<file path="src/rtl/hilo_seq_pkg.sv">
// Shared definitions for the HI/LO multiply/divide sequencer.
package cpu_defs;

   // HI/LO operation presented by the EXE stage
   typedef enum logic [3:0] {
      NONE  = 4'd0,
      MULT  = 4'd1,
      MULTU = 4'd2,
      DIV   = 4'd3,
      DIVU  = 4'd4,
      MFHI  = 4'd5,
      MFLO  = 4'd6,
      MTHI  = 4'd7,
      MTLO  = 4'd8
   } hilo_op_t;

   // Sequencer state
   typedef enum logic [1:0] {
      IDLE     = 2'd0,
      MUL      = 2'd1,
      DIV_ITER = 2'd2,
      DIV_FIX  = 2'd3
   } hilo_state_t;

   localparam int unsigned MUL_LATENCY_DEFAULT = 2;
   localparam int unsigned DIV_ITERS_DEFAULT   = 32;

   // Operations that modify HI/LO and therefore must only be issued once
   function automatic logic is_write_op(input hilo_op_t op);
      case (op)
         MULT, MULTU, DIV, DIVU, MTHI, MTLO: is_write_op = 1'b1;
         default:                            is_write_op = 1'b0;
      endcase
   endfunction

endpackage

</file>
<file path="src/rtl/hilo_seq_div_iter.sv">
// Unsigned radix-2 restoring divider: load on start, one quotient bit per step.
module div_iter #(
   parameter int unsigned WIDTH = 32
) (
   input  logic             clk,
   input  logic             reset,
   input  logic             start,
   input  logic             step,
   input  logic [WIDTH-1:0] dividend,
   input  logic [WIDTH-1:0] divisor,
   output logic [WIDTH-1:0] quotient,
   output logic [WIDTH-1:0] remainder
);

   logic [WIDTH-1:0] q_r;
   logic [WIDTH-1:0] r_r;
   logic [WIDTH-1:0] d_r;
   logic [WIDTH:0]   shifted;
   logic [WIDTH:0]   trial;

   // Trial subtraction; MSB of trial set means the partial remainder is below the divisor
   always_comb begin
      shifted = {r_r, q_r[WIDTH-1]};
      trial   = shifted - {1'b0, d_r};
   end

   // Load operands on start, otherwise shift in one quotient bit per step
   always_ff @(posedge clk) begin
      if (reset) begin
         q_r <= '0;
         r_r <= '0;
         d_r <= '0;
      end else if (start) begin
         q_r <= dividend;
         r_r <= '0;
         d_r <= divisor;
      end else if (step) begin
         if (!trial[WIDTH]) begin
            r_r <= trial[WIDTH-1:0];
            q_r <= {q_r[WIDTH-2:0], 1'b1};
         end else begin
            r_r <= shifted[WIDTH-1:0];
            q_r <= {q_r[WIDTH-2:0], 1'b0};
         end
      end
   end

   assign quotient  = q_r;
   assign remainder = r_r;

endmodule

</file>
<file path="src/rtl/hilo_seq.sv">
// HI/LO register owner: commits each EXE HI/LO op once, runs MULT/DIV in the background.
module hilo_seq
   import cpu_defs::*;
#(
   parameter int unsigned MUL_LATENCY = MUL_LATENCY_DEFAULT,  // must be >= 2
   parameter int unsigned DIV_ITERS   = DIV_ITERS_DEFAULT
) (
   input  logic        clk,
   input  logic        reset,
   input  logic        req_valid,
   input  hilo_op_t    hi_lo_op,
   input  logic [31:0] src1,
   input  logic [31:0] src2,
   input  logic        wr_disable,
   input  logic        req_advance,
   output logic        hi_lo_ready,
   output logic [31:0] hi_lo_result,
   output logic        busy
);

   localparam int unsigned CNT_W = 8;

   hilo_state_t        state;
   logic [31:0]        hi;
   logic [31:0]        lo;
   logic               issued;
   logic [CNT_W-1:0]   cnt;
   logic signed [63:0] mul_a;
   logic signed [63:0] mul_b;
   logic signed [63:0] prod;
   logic               div_neg_q;
   logic               div_neg_r;
   logic               div_zero;
   logic [31:0]        div_raw;

   logic               act;
   logic               fire;
   logic               is_mul;
   logic               is_div;
   logic               is_signed;
   logic [31:0]        mag1;
   logic [31:0]        mag2;
   logic [31:0]        quo;
   logic [31:0]        rem;
   logic [31:0]        quo_fix;
   logic [31:0]        rem_fix;

   // Handshake decode, operand magnitudes and read mux
   always_comb begin
      act         = req_valid & (hi_lo_op != NONE);
      busy        = (state != IDLE);
      hi_lo_ready = act & (issued | ~busy);
      fire        = act & hi_lo_ready & ~wr_disable & ~issued;
      is_mul      = (hi_lo_op == MULT) | (hi_lo_op == MULTU);
      is_div      = (hi_lo_op == DIV)  | (hi_lo_op == DIVU);
      is_signed   = (hi_lo_op == MULT) | (hi_lo_op == DIV);
      mag1        = (is_signed & src1[31]) ? -src1 : src1;
      mag2        = (is_signed & src2[31]) ? -src2 : src2;
      quo_fix     = div_neg_q ? -quo : quo;
      rem_fix     = div_neg_r ? -rem : rem;
      hi_lo_result = '0;
      if (hi_lo_ready && hi_lo_op == MFHI) hi_lo_result = hi;
      if (hi_lo_ready && hi_lo_op == MFLO) hi_lo_result = lo;
   end

   div_iter #(
      .WIDTH(32)
   ) u_div (
      .clk      (clk),
      .reset    (reset),
      .start    (fire & is_div),
      .step     (state == DIV_ITER),
      .dividend (mag1),
      .divisor  (mag2),
      .quotient (quo),
      .remainder(rem)
   );

   // Issue tracking, sequencer FSM and HI/LO updates
   always_ff @(posedge clk) begin
      if (reset) begin
         state     <= IDLE;
         hi        <= '0;
         lo        <= '0;
         issued    <= 1'b0;
         cnt       <= '0;
         mul_a     <= '0;
         mul_b     <= '0;
         prod      <= '0;
         div_neg_q <= 1'b0;
         div_neg_r <= 1'b0;
         div_zero  <= 1'b0;
         div_raw   <= '0;
      end else begin
         // leaving the stage (or bubble) clears issued even in the fire cycle
         if (!req_valid || req_advance)
            issued <= 1'b0;
         else if (fire && is_write_op(hi_lo_op))
            issued <= 1'b1;

         case (state)
            IDLE: begin
               if (fire && is_mul) begin
                  state <= MUL;
                  cnt   <= '0;
                  mul_a <= is_signed ? {{32{src1[31]}}, src1} : {32'b0, src1};
                  mul_b <= is_signed ? {{32{src2[31]}}, src2} : {32'b0, src2};
               end else if (fire && is_div) begin
                  state     <= DIV_ITER;
                  cnt       <= '0;
                  div_neg_q <= is_signed & (src1[31] ^ src2[31]);
                  div_neg_r <= is_signed & src1[31];
                  div_zero  <= (src2 == '0);
                  div_raw   <= src1;
               end
               if (fire && hi_lo_op == MTHI) hi <= src1;
               if (fire && hi_lo_op == MTLO) lo <= src1;
            end
            MUL: begin
               // 33x33 signed product carried in 64-bit sign/zero-extended operands
               prod <= mul_a * mul_b;
               if (cnt == CNT_W'(MUL_LATENCY - 1)) begin
                  {hi, lo} <= prod;
                  state    <= IDLE;
               end else begin
                  cnt <= cnt + 1'b1;
               end
            end
            DIV_ITER: begin
               if (cnt == CNT_W'(DIV_ITERS - 1))
                  state <= DIV_FIX;
               else
                  cnt <= cnt + 1'b1;
            end
            DIV_FIX: begin
               if (div_zero) begin
                  lo <= '1;
                  hi <= div_raw;
               end else begin
                  lo <= quo_fix;
                  hi <= rem_fix;
               end
               state <= IDLE;
            end
            default: state <= IDLE;
         endcase
      end
   end

endmodule

</file>
<file path="config.mk">
export PLATFORM = sky130hd
export DESIGN_NAME = hilo_seq
export DESIGN_NICKNAME = d
export VERILOG_FILES = /design/src/rtl/hilo_seq_pkg.sv /design/src/rtl/hilo_seq_div_iter.sv /design/src/rtl/hilo_seq.sv
export SDC_FILE = /design/constraint.sdc
export NUM_CORES = 2
export LEC_CHECK = 0
export CAP_MARGIN = 20
export CELL_PAD_IN_SITES_DETAIL_PLACEMENT = 1
export CELL_PAD_IN_SITES_GLOBAL_PLACEMENT = 2
export CORE_MARGIN = 4
export CORE_UTILIZATION = 45
export CTS_CLUSTER_DIAMETER = 120
export CTS_CLUSTER_SIZE = 14
export DETAILED_ROUTE_END_ITERATION = 12
export PLACE_DENSITY_LB_ADDON = 0.1
export RECOVER_POWER = 100
export SLEW_MARGIN = 20
export SYNTH_ARGS = -nofsm -noshare
export SYNTH_HDL_FRONTEND = slang
export SYNTH_SLANG_ARGS = --single-unit
</file>
<file path="constraint.sdc">
create_clock -name clk -period 20.2 [get_ports clk]
set_input_delay 2.02 -clock clk [delete_from_list [all_inputs] [get_ports clk]]
set_output_delay 2.02 -clock clk [all_outputs]
set_load 0.01 [all_outputs]
</file>
# --- Yosys cells after proc, flatten, opt, wreduce, memory -nomap -nowiden ---
# Index checks and enable logic that the tools add are counted.
totals:
  regBits: 398
  wordCells: 118
  output_inout_bits: 34
classes:
  eq_ne: 20
  add_sub_neg: 6
  reduce_logical: 25
  bitwise: 18
  n_mux: 33
  mul: 1
ops:
  columns: ["operator", "count"]
  rows:
  - ["32-bit two-way mux", 15]
  - ["32-bit one-hot mux with 3 select lines", 2]
  - ["64-bit two-way mux", 2]
  - ["32-bit negator", 4]
  - ["64-bit by 64-bit multiplier with 64-bit output", 1]
  - ["33-bit by 32-bit subtractor with 33-bit output", 1]
  - ["32-bit zero test", 1]
  - ["8-bit two-way mux", 4]
  - ["8-bit one-hot mux with 3 select lines", 1]
  - ["4-bit by 3-bit equality test with 1-bit output (second input constant)", 4]
  - ["2-bit != test (second input constant)", 6]
  - ["3-bit AND reduction", 4]
  - ["1-bit AND", 9]
  - ["8-bit by 1-bit adder with 8-bit output (second input constant)", 1]
  - ["4-bit by 2-bit equality test with 1-bit output (second input constant)", 2]
  - ["8-bit by 1-bit equality test with 1-bit output (second input constant)", 1]
  - ["8-bit by 5-bit equality test with 1-bit output (second input constant)", 1]
  - ["2-bit two-way mux", 4]
  - ["2-bit one-hot mux with 4 select lines", 1]
  - ["1-bit logical AND", 7]
  - ["3-bit nonzero test", 2]
  - ["6-bit OR reduction", 1]
  - ["2-bit equality test (second input constant)", 2]
  - ["4-bit by 1-bit equality test with 1-bit output (second input constant)", 1]
  - ["other kinds (15)", 26]

# --- Logic depth before layout (Yosys ltp) ---
logic_depth:
  depth_word: 11
  ltp_mapped: 34
  depth_no_buf: 32

# --- Modules after synthesis ---
# A second synthesis with hierarchy kept.
unflattened:
  cells_unflattened: 7507
  area_unflattened_um2: 66797.8
by_module_without_submodules:
  columns: ["module", "cells_each", "n_inst", "area_each_um2", "seq_area_each_um2"]
  rows:
  - ["hilo_seq", 6771, 1, 61037.3, 4804.6]
  - ["div_iter", 736, 1, 5760.5, 1921.8]

# --- Least setup slack after synthesis ---
# Ideal clock, no wire load.
synth_path:
  path_type: "register -> register"
  startpoint: "register mul_b[1]"
  endpoint: "register prod[58]"
  stages_incl_launch_ff: 30
  t_required_ps: 20084
  arrival_ps: 8787
  path_slack_ps: 11296
  cell_sequence: "dfxtp_1 > clkbuf_1 > clkbuf_1 > nand2_1 > inv_1 > fa_1 > fa_1 > fa_1 > inv_1 > fa_1 > inv_1 > fa_1 > fa_1 > fa_1 > fa_1 > fa_1 > inv_1 > fa_1 > inv_1 > ha_1 > a21o_1 > a31o_2 > a31oi_1 > nand3_1 > a311o_1 > o2111ai_1 > a21oi_1 > a21oi_1 > mux2_2 > a31o_2"
synth_between:
  elab_chain_cells: 1
synth_lines:
  columns: ["element", "line", "text"]
  rows:
  - ["start, declared", "hilo_seq.sv:29", "logic signed [63:0] mul_b;"]
  - ["start signal, assigned", "hilo_seq.sv:107", "mul_b <= is_signed ? {{32{src2[31]}}, src2} : {32'b0, src2};"]
  - ["64-bit by 64-bit multiplier with 64-bit output", "hilo_seq.sv:121", "prod <= mul_a * mul_b;"]
  - ["end signal, assigned", "hilo_seq.sv:121", null]
  - ["end, declared", "hilo_seq.sv:30", "logic signed [63:0] prod;"]
# Every way passes these cells.
# A chain may end at the register's enable or synchronous reset.

# --- Worst setup path in the final report ---
layout_path:
  startpoint: "input port reset"
  endpoint: "register mul_a[21]"
layout_lines:
  columns: ["element", "line", "text"]
  rows:
  - ["start, declared", "hilo_seq.sv:9", "input logic reset,"]
  - ["end signal, assigned", "hilo_seq.sv:106", "mul_a <= is_signed ? {{32{src1[31]}}, src1} : {32'b0, src1};"]
  - ["end, declared", "hilo_seq.sv:28", "logic signed [63:0] mul_a;"]
# No word-level cell between the ends.

==> impl_metrics.py <==
metrics = {
    "run_status": {
        "outcome": "finished, violations left",
        "violations": "max-capacitance violations, max-slew violations",
    },
    "route": {
        "drt_pass1_iterations": 5,
        "drt_iter0_markers": 2813,
        "drt_wl_total_mm": 222,
        "vias": 49600,
        "viasPerCell": 5.41,
        "remaining_drc_errors": 0,
        "final_antenna_net_count": 0,
        "wl_per_cell_um": 24.2,
    },
    "critical_path": {
        "cp_data_arrival_time_ns": 12.89,
        "startpoint_type": "input port",
        "worstSetupPathType": "in -> reg",
        "worstPathCellList": "clkbuf_1 > clkbuf_1 > clkbuf_1 > clkbuf_1 > a21oi_1",
        "cp_max_fo": 81,
        "crit_top_cell": "clkbuf_1",
        "regToRegSetupSlack_ns": 9.04,
        "critPathSlowestCell": "clkbuf_1",
        "cpPeakStageDelay_ns": 3.05,
        "crit_required_ns": 20.47,
        "endpoint_kind": "flip-flop",
    },
    "clocking": {
        "cts.clk_slew.worst_paths_ns": 0.08,
        "cts_resized": 0,
        "cts_sinks": 336,
        "root_buffer": "clkbuf_16",
        "postCtsHoldBufs": 0,
        "cts_tree": "built",
        "clk-insertion-delay-late_ns": 0.60,
        "cts_buffers": 28,
        "htree_levels": 1,
        "post_cts_buffers": 0,
        "clockBufferDepth": 3,
    },
    "timing": {
        "rsz0062_at_grt": "no",
        "fmax_mhz": 79.2,
        "slew_violations": 792,
        "clock_skew_ns": 0.0161,
        "setup_viol": 0,
        "worst_slew_pin_slew_ns": 4.72,
        "tns_ns": 0,
        "hold_violations": 0,
        "finalCritPeriodShare_pct": 62.5,
        "period_minus_slack_ns": 12.63,
        "relSlewSlack_pct": -215,
    },
    "synthesis": {
        "yosys-top-cells-area": "fa_1, dfxtp_1, inv_1",
        "ys.warnings.count": 0,
        "synth.distinct_cells": 82,
        "yosysSeqAreaShare_pct": 10.1,
        "synthMostInstantiatedCell": "inv_1",
        "synth_top_area_share_pct": 43.3,
        "syn_area_per_cell_um2": 8.96,
        "synth-edff-count": 0,
        "syn-cell-area_um2": 66500,
        "synthCells": 7422,
        "synth-async-reset-ratio_pct": 0,
        "ys_seq_elements": 336,
        "syn_nets": 9313,
        "synthTopCellsByCount": "inv_1, fa_1, nand2_1",
        "ys.flop_type": "dfxtp_1",
        "yosysTopAreaCell": "fa_1",
    },
    "die": {
        "io_pins": 107,
        "start_util_pct": 45.5,
        "rows": 140,
        "fp.dieW_um": 392,
        "core_region_area_um2": 146000,
        "die_h_um": 392,
        "fp.dieArea_um2": 154000,
    },
    "placed_design": {
        "place_congestion": 0.897,
        "place_hpwl_mm": 181,
        "portBuffers": 106,
        "placed_cells": 9129,
    },
    "global_route": {
        "grt_antenna_before_repair": 13,
        "grt_pass1_wl_mm": 345,
        "grt_max_degree": 94,
        "first_global_vias": 56000,
        "grt_usage_pct": 29.5,
        "grt-ovfl-total": 0,
    },
    "power_and_ir_drop": {
        "power_w": 0.00252,
        "p_leak_nw": 33.8,
        "clockPowerShare_pct": 22.0,
        "vdd_drop_max_uv": 173,
        "seq_power_share_pct": 31.8,
        "p_comb_share_pct": 46.2,
        "switchingPower_w": 0.00108,
        "internal-power_w": 0.00144,
        "p_sw_share_pct": 43.0,
        "p_per_area_nw_per_um2": 36.0,
    },
    "layout": {
        "synthToLayoutAreaGrowth_pct": 5.18,
        "stdcell_count": 9169,
        "fillerInstances": 17000,
        "layout.nets": 9133,
        "layout-drive-gt1-share_pct": 2.29,
        "postLayoutCoreUtil_pct": 47.8,
    },
    "run": {
        "drv_cap": 14,
    },
    "min_path": {
        "hp-class": "reg -> reg",
    },
}
[power by group through the flow]
stage	logic, W	registers [W]	clock network, W
finish	0.00116	0.000801	0.000554
CTS	0.00117	0.000799	0.000565
global route	0.00129	0.000808	0.000587
floorplan	0.000859	0.000775	0
global placement	0.00114	0.000812	0
detailed placement	0.00116	0.000814	0
[cells in the final DEF (no fill, tap or decap), types with 35 or more instances in the layout]
| master | n |
|---|---|
| a31oi_1 | 57 |
| and2_1 | 622 |
| dfxtp_1 | 328 |
| a21oi_1 | 259 |
| o21ai_0 | 186 |
| a211oi_1 | 72 |
| xnor2_1 | 155 |
| buf_4 | 87 |
| a22oi_1 | 63 |
| a21o_1 | 52 |
| nor2_1 | 240 |
| a311oi_1 | 38 |
| nand3_1 | 43 |
| nand2_1 | 904 |
| dlygate4sd3_1 | 36 |
| xor2_1 | 94 |
| mux2i_1 | 77 |
| a22o_1 | 35 |
| inv_1 | 1595 |
| fa_1 | 1438 |
| ha_1 | 378 |
| clkdlybuf4s50_1 | 69 |
[flip-flops by register name, indices dropped and copies added (netlist names)]
register         count
u_div.quotient      32
lo                  32
cnt                  8
div_raw             32
prod                64
u_div.remainder     32
mul_b               33
state                2
issued               1
div_zero             1
hi                  32
div_neg_r            1
mul_a               33
div_neg_q            1
u_div.d_r           32
[final timing paths]
kind | endpoint | cells after the start | from
min reg2reg | u_div.d_r[26]$_SDFFE_PP0P_ | 2 | u_div.d_r[26]$_SDFFE_PP0P_
max | mul_a[21]$_SDFFE_PP0P_ | 5 | reset
max reg2reg | prod[60]$_SDFFE_PP0P_ | 29 | mul_a[5]$_SDFFE_PP0P_
min | u_div.d_r[26]$_SDFFE_PP0P_ | 2 | u_div.d_r[26]$_SDFFE_PP0P_
[cell families after synthesis]
logic type,Yosys count,share of synthesized area [%]
buf+inv,2012,11.4
simple gates,2005,14.6
fa+ha+maj,1819,50.5
compound gates,922,9.00
flops,336,10.1
xor+xnor,249,3.28
mux,79,1.19
[metal layers]
| metal | wire length (um) | global-route usage (%) | vias up |
|---|---|---|---|
| li1 | - | - | 22100 |
| met1 | 96800 | 39.7 | 26300 |
| met2 | 109000 | 51.1 | 898 |
| met3 | 7460 | 2.14 | 265 |
| met4 | 7990 | 8.90 | 0 |
| met5 | 0 | 0 | - |
[stage by stage]
| step | instance area (um^2) | setup WS (ns) | hold slack (ns) |
|---|---|---|---|
| 4_1_cts | 70000 | 10.31 | 0.456 |
| 3_3_place_gp | 69200 | 10.48 | 0.437 |
| 2_1_floorplan | 66500 | 11.30 | 0.426 |
| 5_1_grt | 69900 | 6.91 | 0.477 |
| 3_5_place_dp | 69200 | 10.36 | 0.447 |
| 6_report | 69900 | 7.57 | 0.455 |
[critical path, delay by kind of cell]
| family | cells | cell delay (ns) |
|---|---|---|
| buffers and inverters | 4 | 10.55 |
| AOI/OAI and AO/OA | 1 | 0.15 |
[cell type report]
| type | count | area [um^2] | area share [%] |
|---|---|---|---|
| diodes | 8 | 20.0 | 0.0286 |
| clock buffers | 29 | 726 | 1.04 |
| clock inverters | 3 | 68.8 | 0.0984 |
| inverters | 1596 | 5990 | 8.56 |
| multi-input cells | 5074 | 52200 | 74.7 |
| flip-flops and latches | 336 | 6740 | 9.63 |
| well taps | 1917 | 2400 | 3.43 |
| repair buffers | 206 | 1760 | 2.51 |
Note: power is estimated with default switching activity, not from simulation.
